<file path="config.mk">
export PLATFORM = sky130hd
export DESIGN_NAME = dac_serial_tx
export DESIGN_NICKNAME = d
export VERILOG_FILES = /design/src/rtl/dac_serial_pkg.sv /design/src/rtl/dac_shift_lane.sv /design/src/rtl/dac_serial_tx.sv
export SDC_FILE = /design/constraint.sdc
export NUM_CORES = 1
export LEC_CHECK = 0
export CORE_AREA = 10 10 77 79
export CTS_CLUSTER_SIZE = 30
export DETAILED_ROUTE_END_ITERATION = 8
export DIE_AREA = 0 0 87 89
export GPL_TIMING_DRIVEN = 1
export PLACE_DENSITY_LB_ADDON = 0.12
export RECOVER_POWER = 100
export SYNTH_ARGS = -nofsm -noshare
export SYNTH_HDL_FRONTEND = slang
export SYNTH_SLANG_ARGS = --single-unit
export TNS_END_PERCENT = 10
</file>
<file path="constraint.sdc">
create_clock -name i_sclk -period 3 [get_ports i_sclk]
set_clock_uncertainty 0.2 [all_clocks]
set_input_delay 0.45 -clock i_sclk [delete_from_list [all_inputs] [get_ports i_sclk]]
set_output_delay 0.45 -clock i_sclk [all_outputs]
set_load 0.05 [all_outputs]
</file>
<file path="src/rtl/dac_serial_pkg.sv">
// Shared definitions for the multi-channel DAC serializer: FSM encoding and
// elaboration-time width helpers.
package dac_serial_pkg;

  typedef enum logic [1:0] {
    ST_IDLE  = 2'd0,
    ST_SHIFT = 2'd1,
    ST_GAP   = 2'd2
  } state_t;

  function automatic int pad_w(input int frame_w, input int mode_w, input int data_w);
    return frame_w - mode_w - data_w;
  endfunction

  // Width able to hold v-1; never below one bit so degenerate counters still elaborate.
  function automatic int clog2(input int v);
    int r;
    r = 0;
    while ((1 << r) < v) r++;
    return (r < 1) ? 1 : r;
  endfunction

endpackage

</file>
<file path="src/rtl/dac_shift_lane.sv">
// One channel's frame shift register. The head bit is a flop output so the
// serial line never glitches; LSB-first order is handled by reversing on load.
module dac_shift_lane #(
  parameter int FRAME_W   = 16,
  parameter bit MSB_FIRST = 1'b1
) (
  input  logic               i_clk,
  input  logic               i_rst,
  input  logic               i_load,
  input  logic               i_shift,
  input  logic [FRAME_W-1:0] i_frame,
  output logic               o_bit
);

  logic [FRAME_W-1:0] r_sreg;
  logic [FRAME_W-1:0] w_load_val;

  always_comb begin
    w_load_val = i_frame;
    if (!MSB_FIRST) begin
      for (int i = 0; i < FRAME_W; i++) w_load_val[i] = i_frame[FRAME_W-1-i];
    end
  end

  always_ff @(posedge i_clk or posedge i_rst) begin
    if (i_rst)        r_sreg <= '0;
    else if (i_load)  r_sreg <= w_load_val;
    else if (i_shift) r_sreg <= r_sreg << 1;
  end

  assign o_bit = r_sreg[FRAME_W-1];

endmodule

</file>
<file path="src/rtl/dac_serial_tx.sv">
// Multi-channel SPI-style DAC serializer: captures {pad, mode, data} per channel
// on a valid/ready handshake and shifts all lanes out in lockstep under one sync_n.
module dac_serial_tx
  import dac_serial_pkg::*;
#(
  parameter int N_CH      = 2,
  parameter int DATA_W    = 12,
  parameter int MODE_W    = 2,
  parameter int FRAME_W   = 16,
  parameter int GAP_CYC   = 1,
  parameter bit MSB_FIRST = 1'b1
) (
  input  logic                   i_sclk,
  input  logic                   i_rst,
  input  logic [N_CH*DATA_W-1:0] i_data,
  input  logic [MODE_W-1:0]      i_mode,
  input  logic                   i_valid,
  output logic                   o_ready,
  output logic                   o_sync_n,
  output logic [N_CH-1:0]        o_sdata,
  output logic                   o_busy,
  output logic                   o_done
);

  localparam int PAD_W = pad_w(FRAME_W, MODE_W, DATA_W);
  localparam int CNT_W = clog2(FRAME_W);
  localparam int GAP_W = clog2(GAP_CYC);

  if (PAD_W < 0) begin : g_bad_pad
    $error("dac_serial_tx: FRAME_W too small for MODE_W+DATA_W");
  end
  if (GAP_CYC < 1) begin : g_bad_gap
    $error("dac_serial_tx: GAP_CYC must be at least 1");
  end

  state_t             r_state, w_next;
  logic [CNT_W-1:0]   r_bit_cnt;
  logic [GAP_W-1:0]   r_gap_cnt;
  logic               r_sync_n, r_done;
  logic               w_load, w_shift, w_sync_n_nxt, w_done_nxt;

  always_ff @(posedge i_sclk or posedge i_rst) begin
    if (i_rst) r_state <= ST_IDLE;
    else       r_state <= w_next;
  end

  always_comb begin
    w_next = r_state;
    case (r_state)
      ST_IDLE:  if (i_valid) w_next = ST_SHIFT;
      ST_SHIFT: if (r_bit_cnt == '0) w_next = ST_GAP;
      ST_GAP:   if (r_gap_cnt == '0) w_next = ST_IDLE;
      default:  w_next = ST_IDLE;
    endcase
  end

  // sync_n and done are computed from the next state and registered, so they
  // change on the same edge as the lane head bits.
  always_comb begin
    w_load       = (r_state == ST_IDLE) && i_valid;
    w_shift      = (r_state == ST_SHIFT);
    w_sync_n_nxt = (w_next != ST_SHIFT);
    w_done_nxt   = (r_state == ST_SHIFT) && (w_next == ST_GAP);
  end

  always_ff @(posedge i_sclk or posedge i_rst) begin
    if (i_rst) begin
      r_bit_cnt <= '0;
      r_gap_cnt <= '0;
      r_sync_n  <= 1'b1;
      r_done    <= 1'b0;
    end else begin
      if (w_load)                        r_bit_cnt <= CNT_W'(FRAME_W-1);
      else if (w_shift && r_bit_cnt != '0) r_bit_cnt <= r_bit_cnt - 1'b1;
      if (w_done_nxt)                    r_gap_cnt <= GAP_W'(GAP_CYC-1);
      else if (r_state == ST_GAP && r_gap_cnt != '0) r_gap_cnt <= r_gap_cnt - 1'b1;
      r_sync_n <= w_sync_n_nxt;
      r_done   <= w_done_nxt;
    end
  end

  for (genvar c = 0; c < N_CH; c++) begin : g_lane
    logic [FRAME_W-1:0] w_frame;

    always_comb begin
      w_frame                    = '0;
      w_frame[DATA_W +: MODE_W]  = i_mode;
      w_frame[DATA_W-1:0]        = i_data[c*DATA_W +: DATA_W];
    end

    dac_shift_lane #(
      .FRAME_W   (FRAME_W),
      .MSB_FIRST (MSB_FIRST)
    ) u_lane (
      .i_clk   (i_sclk),
      .i_rst   (i_rst),
      .i_load  (w_load),
      .i_shift (w_shift),
      .i_frame (w_frame),
      .o_bit   (o_sdata[c])
    );
  end

  assign o_ready  = (r_state == ST_IDLE);
  assign o_busy   = (r_state == ST_SHIFT) || (r_state == ST_GAP);
  assign o_sync_n = r_sync_n;
  assign o_done   = r_done;

endmodule

</file>
==> After elaboration in Yosys (flattened, before gate mapping) <==
Index checks and enable logic that the tools add are counted.
{ "totals": {"input_bits": 29, "reg_bits": 41, "out_inout_bits": 6, "wordCells": 36} }
{ "op_classes": {"addsub": 2, "n_mux": 12, "reduce_logical": 11, "eq_ne": 4} }
{ "op_table": {"columns": ["operator", "n"], "rows": [
  ["$mux W16", 4],
  ["$mux W4", 2],
  ["$mux W2", 3],
  ["$pmux W2 S3", 1],
  ["$reduce_bool A2 Y1", 3],
  ["$eq A2 B2 Y1 const B", 2],
  ["$logic_and A1 B1 Y1", 4],
  ["$logic_not A4 Y1", 1],
  ["$reduce_bool A4 Y1", 1],
  ["$sub A4 B1 Y4 const B", 1],
  ["$eq A2 B1 Y1 const B", 1],
  ["$logic_not A2 Y1", 1],
  ["$mux W1", 2],
  ["$ne A2 B1 Y1 const B", 1],
  ["$logic_or A1 B1 Y1", 1],
  ["$sub A1 B1 Y1 const B", 1]
]} }

==> Logic depth before layout (Yosys ltp) <==
{ "logic_depth": {"ltp_word": 6, "depth_mapped": 7, "mapped_depth_nobuf": 5} }

==> Hierarchy <==
From an unflattened synthesis, not the netlist that was laid out.
{ "unflattened": {"cells_unflattened": 192, "hier_area_um2": 2001.9} }
{ "modules_own_cells": {"columns": ["mod", "seq_area_each_um2", "cells_each", "instances", "area_each_um2"], "rows": [
  ["dac_shift_lane", 400.4, 70, 2, 745.7],
  ["dac_serial_tx", 226.5, 52, 1, 510.5]
]} }

==> Least setup slack after synthesis <==
No wires, ideal clock.
{ "synth_timing": {"kind": "flip-flop to flip-flop", "from": "reg r_state[1]", "to": "reg g_lane[1].u_lane.r_sreg[10]", "path_slack_ps": 1061, "n_path_buf": 2, "period_less_slack_ps": 1939, "required_time_ps": 2673, "path_stages_with_launch": 7, "arrival_time_ps": 1611, "setup_time_ps": 127, "cell_sequence": "dfrtp_1 inv_1 ha_1 and2_1 clkbuf_1 clkbuf_2 o21ai_0"} }
{ "synth_via": {"elab_chain_cells": 3, "word_cells_on_any_way": 5, "cone_classes": "eq/ne (1); mux (1); reduce/logical (3)"} }
{ "synth_rtl": {"columns": ["item", "line_no", "text"], "rows": [
  ["start, declared", "dac_serial_tx.sv:36", "state_t r_state, w_next;"],
  ["start signal, assigned", "dac_serial_tx.sv:44", "else r_state <= w_next;"],
  ["$logic_not A2 Y1 *", null, null],
  ["net o_ready", "dac_serial_tx.sv:18", "output logic o_ready,"],
  ["$logic_and A1 B1 Y1 *", "dac_serial_tx.sv:60", "w_load = (r_state == ST_IDLE) && i_valid;"],
  ["$mux W16 / $reduce_bool A2 Y1 (equally long branches)", null, null],
  ["end signal, assigned", "dac_shift_lane.sv:27", "else if (i_load) r_sreg <= w_load_val;"],
  ["end signal, assigned", "dac_shift_lane.sv:28", "else if (i_shift) r_sreg <= r_sreg << 1;"],
  ["end, declared", "dac_shift_lane.sv:15", "logic [FRAME_W-1:0] r_sreg;"]
]} }
Mark *: on every way through the listed nets, which the timed path passes. The rest lies on a longest branch.
A chain may end at the register's enable or synchronous reset.

==> Worst setup path after layout <==
{ "layout_timing": {"from": "reg r_state[1]", "to": "out o_ready"} }
{ "layout_via": {"elab_chain_cells": 1} }
{ "layout_rtl": {"columns": ["item", "line_no", "text"], "rows": [
  ["$logic_not A2 Y1", "dac_serial_tx.sv:104", "assign o_ready = (r_state == ST_IDLE);"],
  ["end, declared", "dac_serial_tx.sv:18", null]
]} }
Every way passes these cells.

==> metrics.log <==
INFO  metric run_status = completed
INFO  metric postSynthRegisterBits = 41
INFO  metric p_int = around 1400 uW
INFO  metric achievable_freq = 385 MHz
INFO  metric io_buffers = 34
INFO  metric timing.final.hold_violations = 0
INFO  metric tightestPinTransition = 1070 ps
INFO  metric post_cts_hold_buffer_count = 0
INFO  metric std_cell_rows = 25
INFO  metric routed-via-count = 1392
INFO  metric drtAntennaViolNets = 0
INFO  metric post_drt_via_cell_ratio = 5.10
INFO  metric tritoncts_buffer_count = 5
INFO  metric critical-path-slowest-cell = dlygate4sd3_1
INFO  metric startpoint = r_state[1]
INFO  metric max_capacitance_violation_total = 0
INFO  metric r2r_setup_slack = 480 ps
INFO  metric number_of_antenna_violations_at_the_first_check_in_global_routing = 0
INFO  metric post_syn_nets = 221
INFO  metric worstRegToRegCells = 5
INFO  metric placed_cells_incl_taps = 266
INFO  metric setup_viol = 0
INFO  metric reg2reg_from = r_state[1]
INFO  metric worst_hold_startpoint = g_lane[1].u_lane.r_sreg[0]
INFO  metric remaining_drc_errors = 0
INFO  metric antenna_cells = 0
INFO  metric grt_overflow_total = 0
INFO  metric swShare = 37.7%
INFO  metric crit_required = 2350 ps
INFO  metric setup.worst_path.class = flop to output pin
INFO  metric rsz0062_at_grt = no
INFO  metric wirelength = 3940 um
INFO  metric h-tree-depth = 2
INFO  metric worstPathArrival = ~2000 ps
INFO  metric syn-cell-area = 1950 sq um
INFO  metric clk_latency = 280 ps
INFO  metric drtPass1Iterations = 4
INFO  metric post_layout_nonfiller_instances = 273
INFO  metric min_to = g_lane[1].u_lane.r_sreg[0]
INFO  metric hold_slack = 317 ps
INFO  metric dr.first_iter.drc_count = 77
INFO  metric grt_start_max_net_pins = 51
INFO  metric post_cts_resized = 0
INFO  metric end_kind = output pin
INFO  metric cts_setup_buffers = 0
INFO  metric total_count_of_max_transition_violations_in_the_final_report = 0
INFO  metric track_usage = 10.8%
INFO  metric final_layout_size_suffix_gt1_share = 5.94%
INFO  metric yosys_warnings = 0
INFO  metric p_switching = 833 uW
INFO  metric reg2reg_to = g_lane[1].u_lane.r_sreg[3]
INFO  metric cp-start-kind = flop
INFO  metric cp_max_fo = 6
INFO  metric fraction_of_power_consumed_by_the_clock_network = 16.2%
INFO  metric dieArea = between 7000 and 8000 sq um
INFO  metric grt_first_pass_wirelength = 6730 um
INFO  metric critical_path_cell_list = inv_1 > ha_1 > dlygate4sd3_1
INFO  metric fill_cells = 396
INFO  metric die_height = 89 um
INFO  metric worstHoldPathType = flop to flop
INFO  metric area_growth_syn_to_layout = 22.2%
INFO  metric fin_crit_sh = between 80 and 90%
INFO  metric cts.sinks = 41
INFO  metric netlist_instances = 187
INFO  metric top_level_ports = 35
INFO  metric coreArea = 4540 sq um
INFO  metric max-vdd-ir-drop = 0.000547 V
INFO  metric total_power_density_per_cell_area = 926 nW/um^2
INFO  metric pwr-share-seq = between 40% and 50%
INFO  metric wl_per_cell = 14.4 um
INFO  metric cts_tree = built
INFO  metric floorplan.initialDensity = approximately 43%
INFO  metric via_count_of_the_first_global_routing_pass = 1490
INFO  metric layout.nets = 253
INFO  metric clk_pin_slew_worst_paths = 70 ps
INFO  metric hpwl = 2800 um
INFO  metric timing.max_slew.rel_slack = 28.8%
INFO  metric power_leakage = 0.00110 uW
INFO  metric combinational_power_share = about two fifths
INFO  metric cts-root-buf = clkbuf_8
INFO  metric post_synth.cell_area_avg = about 10 sq um
INFO  metric utilization = 52.6%
INFO  metric gp_congestion = 0.772
INFO  metric deepest_clock_path_buffer_count = 2
INFO  metric netlist-cell-type-count = 28
INFO  metric period_needed = 2600 ps
INFO  metric timing.hold.worst_path_depth = 2
INFO  metric setup_tns = 0 ps
INFO  metric synth_seq_area_share = 52.6%
INFO  metric cpPeakStageDelay = 910 ps
INFO  metric die_w = 87 um
synthesized netlist by cell type:
master    instances  area, sq um
buf_4             6         45.0
a31oi_1           1         6.26
nor3_1            3         15.0
buf_2             3         15.0
o21ai_1           4         20.0
mux2i_1          30          300
inv_1             7         26.3
nand2_1          29          109
nand4b_1          1         8.76
and3_2            1         7.51
clkbuf_2          2         10.0
o21ai_0          23          115
nor2_1            7         26.3
clkbuf_1          2         7.51
dfrtp_1          40         1000
nand4_1           1         6.26
o311ai_0          1         8.76
ha_1              5         62.6
nor2b_1           1         6.26
nor3b_4           1         18.8
dfstp_2           1         26.3
a21oi_1           8         40.0
and2_1            3         18.8
nand3_1           3         15.0
a21oi_2           1         8.76
o21ai_2           1         8.76
or3b_1            1         8.76
o311a_1           1         10.0
metal layers:
layer	track usage, %	wire length (um)
met5	0	0
met4	3.68	19
met3	4.74	226
met2	18.1	2010
met1	12.0	1690
power groups by stage:
stage	clock network [uW]	logic, uW	registers, uW
floorplan	0	755	933
global placement	0	927	940
detailed placement	0	956	950
CTS	374	959	940
global route	397	1030	969
finish	357	917	935
kinds of logic (layout without fill, tap and decap cells):
| logic type | after synthesis | count (layout) | share of synthesized area (%) |
|---|---|---|---|
| compound gates | 40 | 40 | 11.2 |
| flops | 41 | 41 | 52.6 |
| buf+inv | 20 | 52 | 5.32 |
| fa+ha+maj | 5 | 5 | 3.21 |
| mux | 30 | 30 | 15.4 |
| simple gates | 51 | 51 | 12.3 |
final cells by class:
| type | instances | area [sq um] | area share (%) |
|---|---|---|---|
| tap | 54 | 67.6 | 2.83 |
| timing repair buffer | 38 | 362 | 15.2 |
| inverter | 7 | 26.3 | 1.10 |
| sequential | 41 | 1030 | 43.1 |
| multi-input combinational | 126 | 817 | 34.2 |
| clock buffer | 7 | 86.3 | 3.62 |
per-stage QoR:
stage               instance area, sq um  total power [uW]  worst slack (ps)
global route                        2390              2400               275
detailed placement                  2310              1910               763
finish                              2390              2210               404
global placement                    2310              1870               797
floorplan                           1950              1690              1060
CTS                                 2400              2270               435
worst max-delay path, delay by kind of cell, from the launching register on:
kind,cells,cell delay (ps)
adder cells (fa/ha/maj),1,240
buffers and inverters,2,1010
flip-flops,1,420
cells in the final DEF (no fill, tap or decap), drive strengths merged:
cell type	netlist	final
or3b	1	1
inv	7	7
dfrtp	40	40
nor3b	1	1
o311ai	1	1
nor3	3	3
nand4	1	1
a21oi	9	9
o21ai	28	28
mux2i	30	30
nand2	29	29
clkbuf	4	10
nor2	7	7
buf	9	1
nand4b	1	1
clkdlybuf4s50	0	27
dlygate4sd3	0	7
nand3	3	3
ha	5	5
o311a	1	1
dfstp	1	1
and3	1	1
a31oi	1	1
nor2b	1	1
and2	3	3
state kept, by name, summed over array words and instances, names as in the netlist:
name	flops
o_done	1
g_lane.u_lane.r_sreg	32
r_state	2
r_gap_cnt	1
r_bit_cnt	4
o_sync_n	1
worst max path at each step:
stage                                       end  slack, ps  cells after the start
detailed placement                      o_ready        760                      3
global placement                        o_ready        800                      3
global route                          r_gap_cnt        270                      4
CTS                                     o_ready        430                      3
floorplan           g_lane[1].u_lane.r_sreg[10]       1060                      6
finish                                  o_ready        400                      3
(Power assumes the default switching activity.)
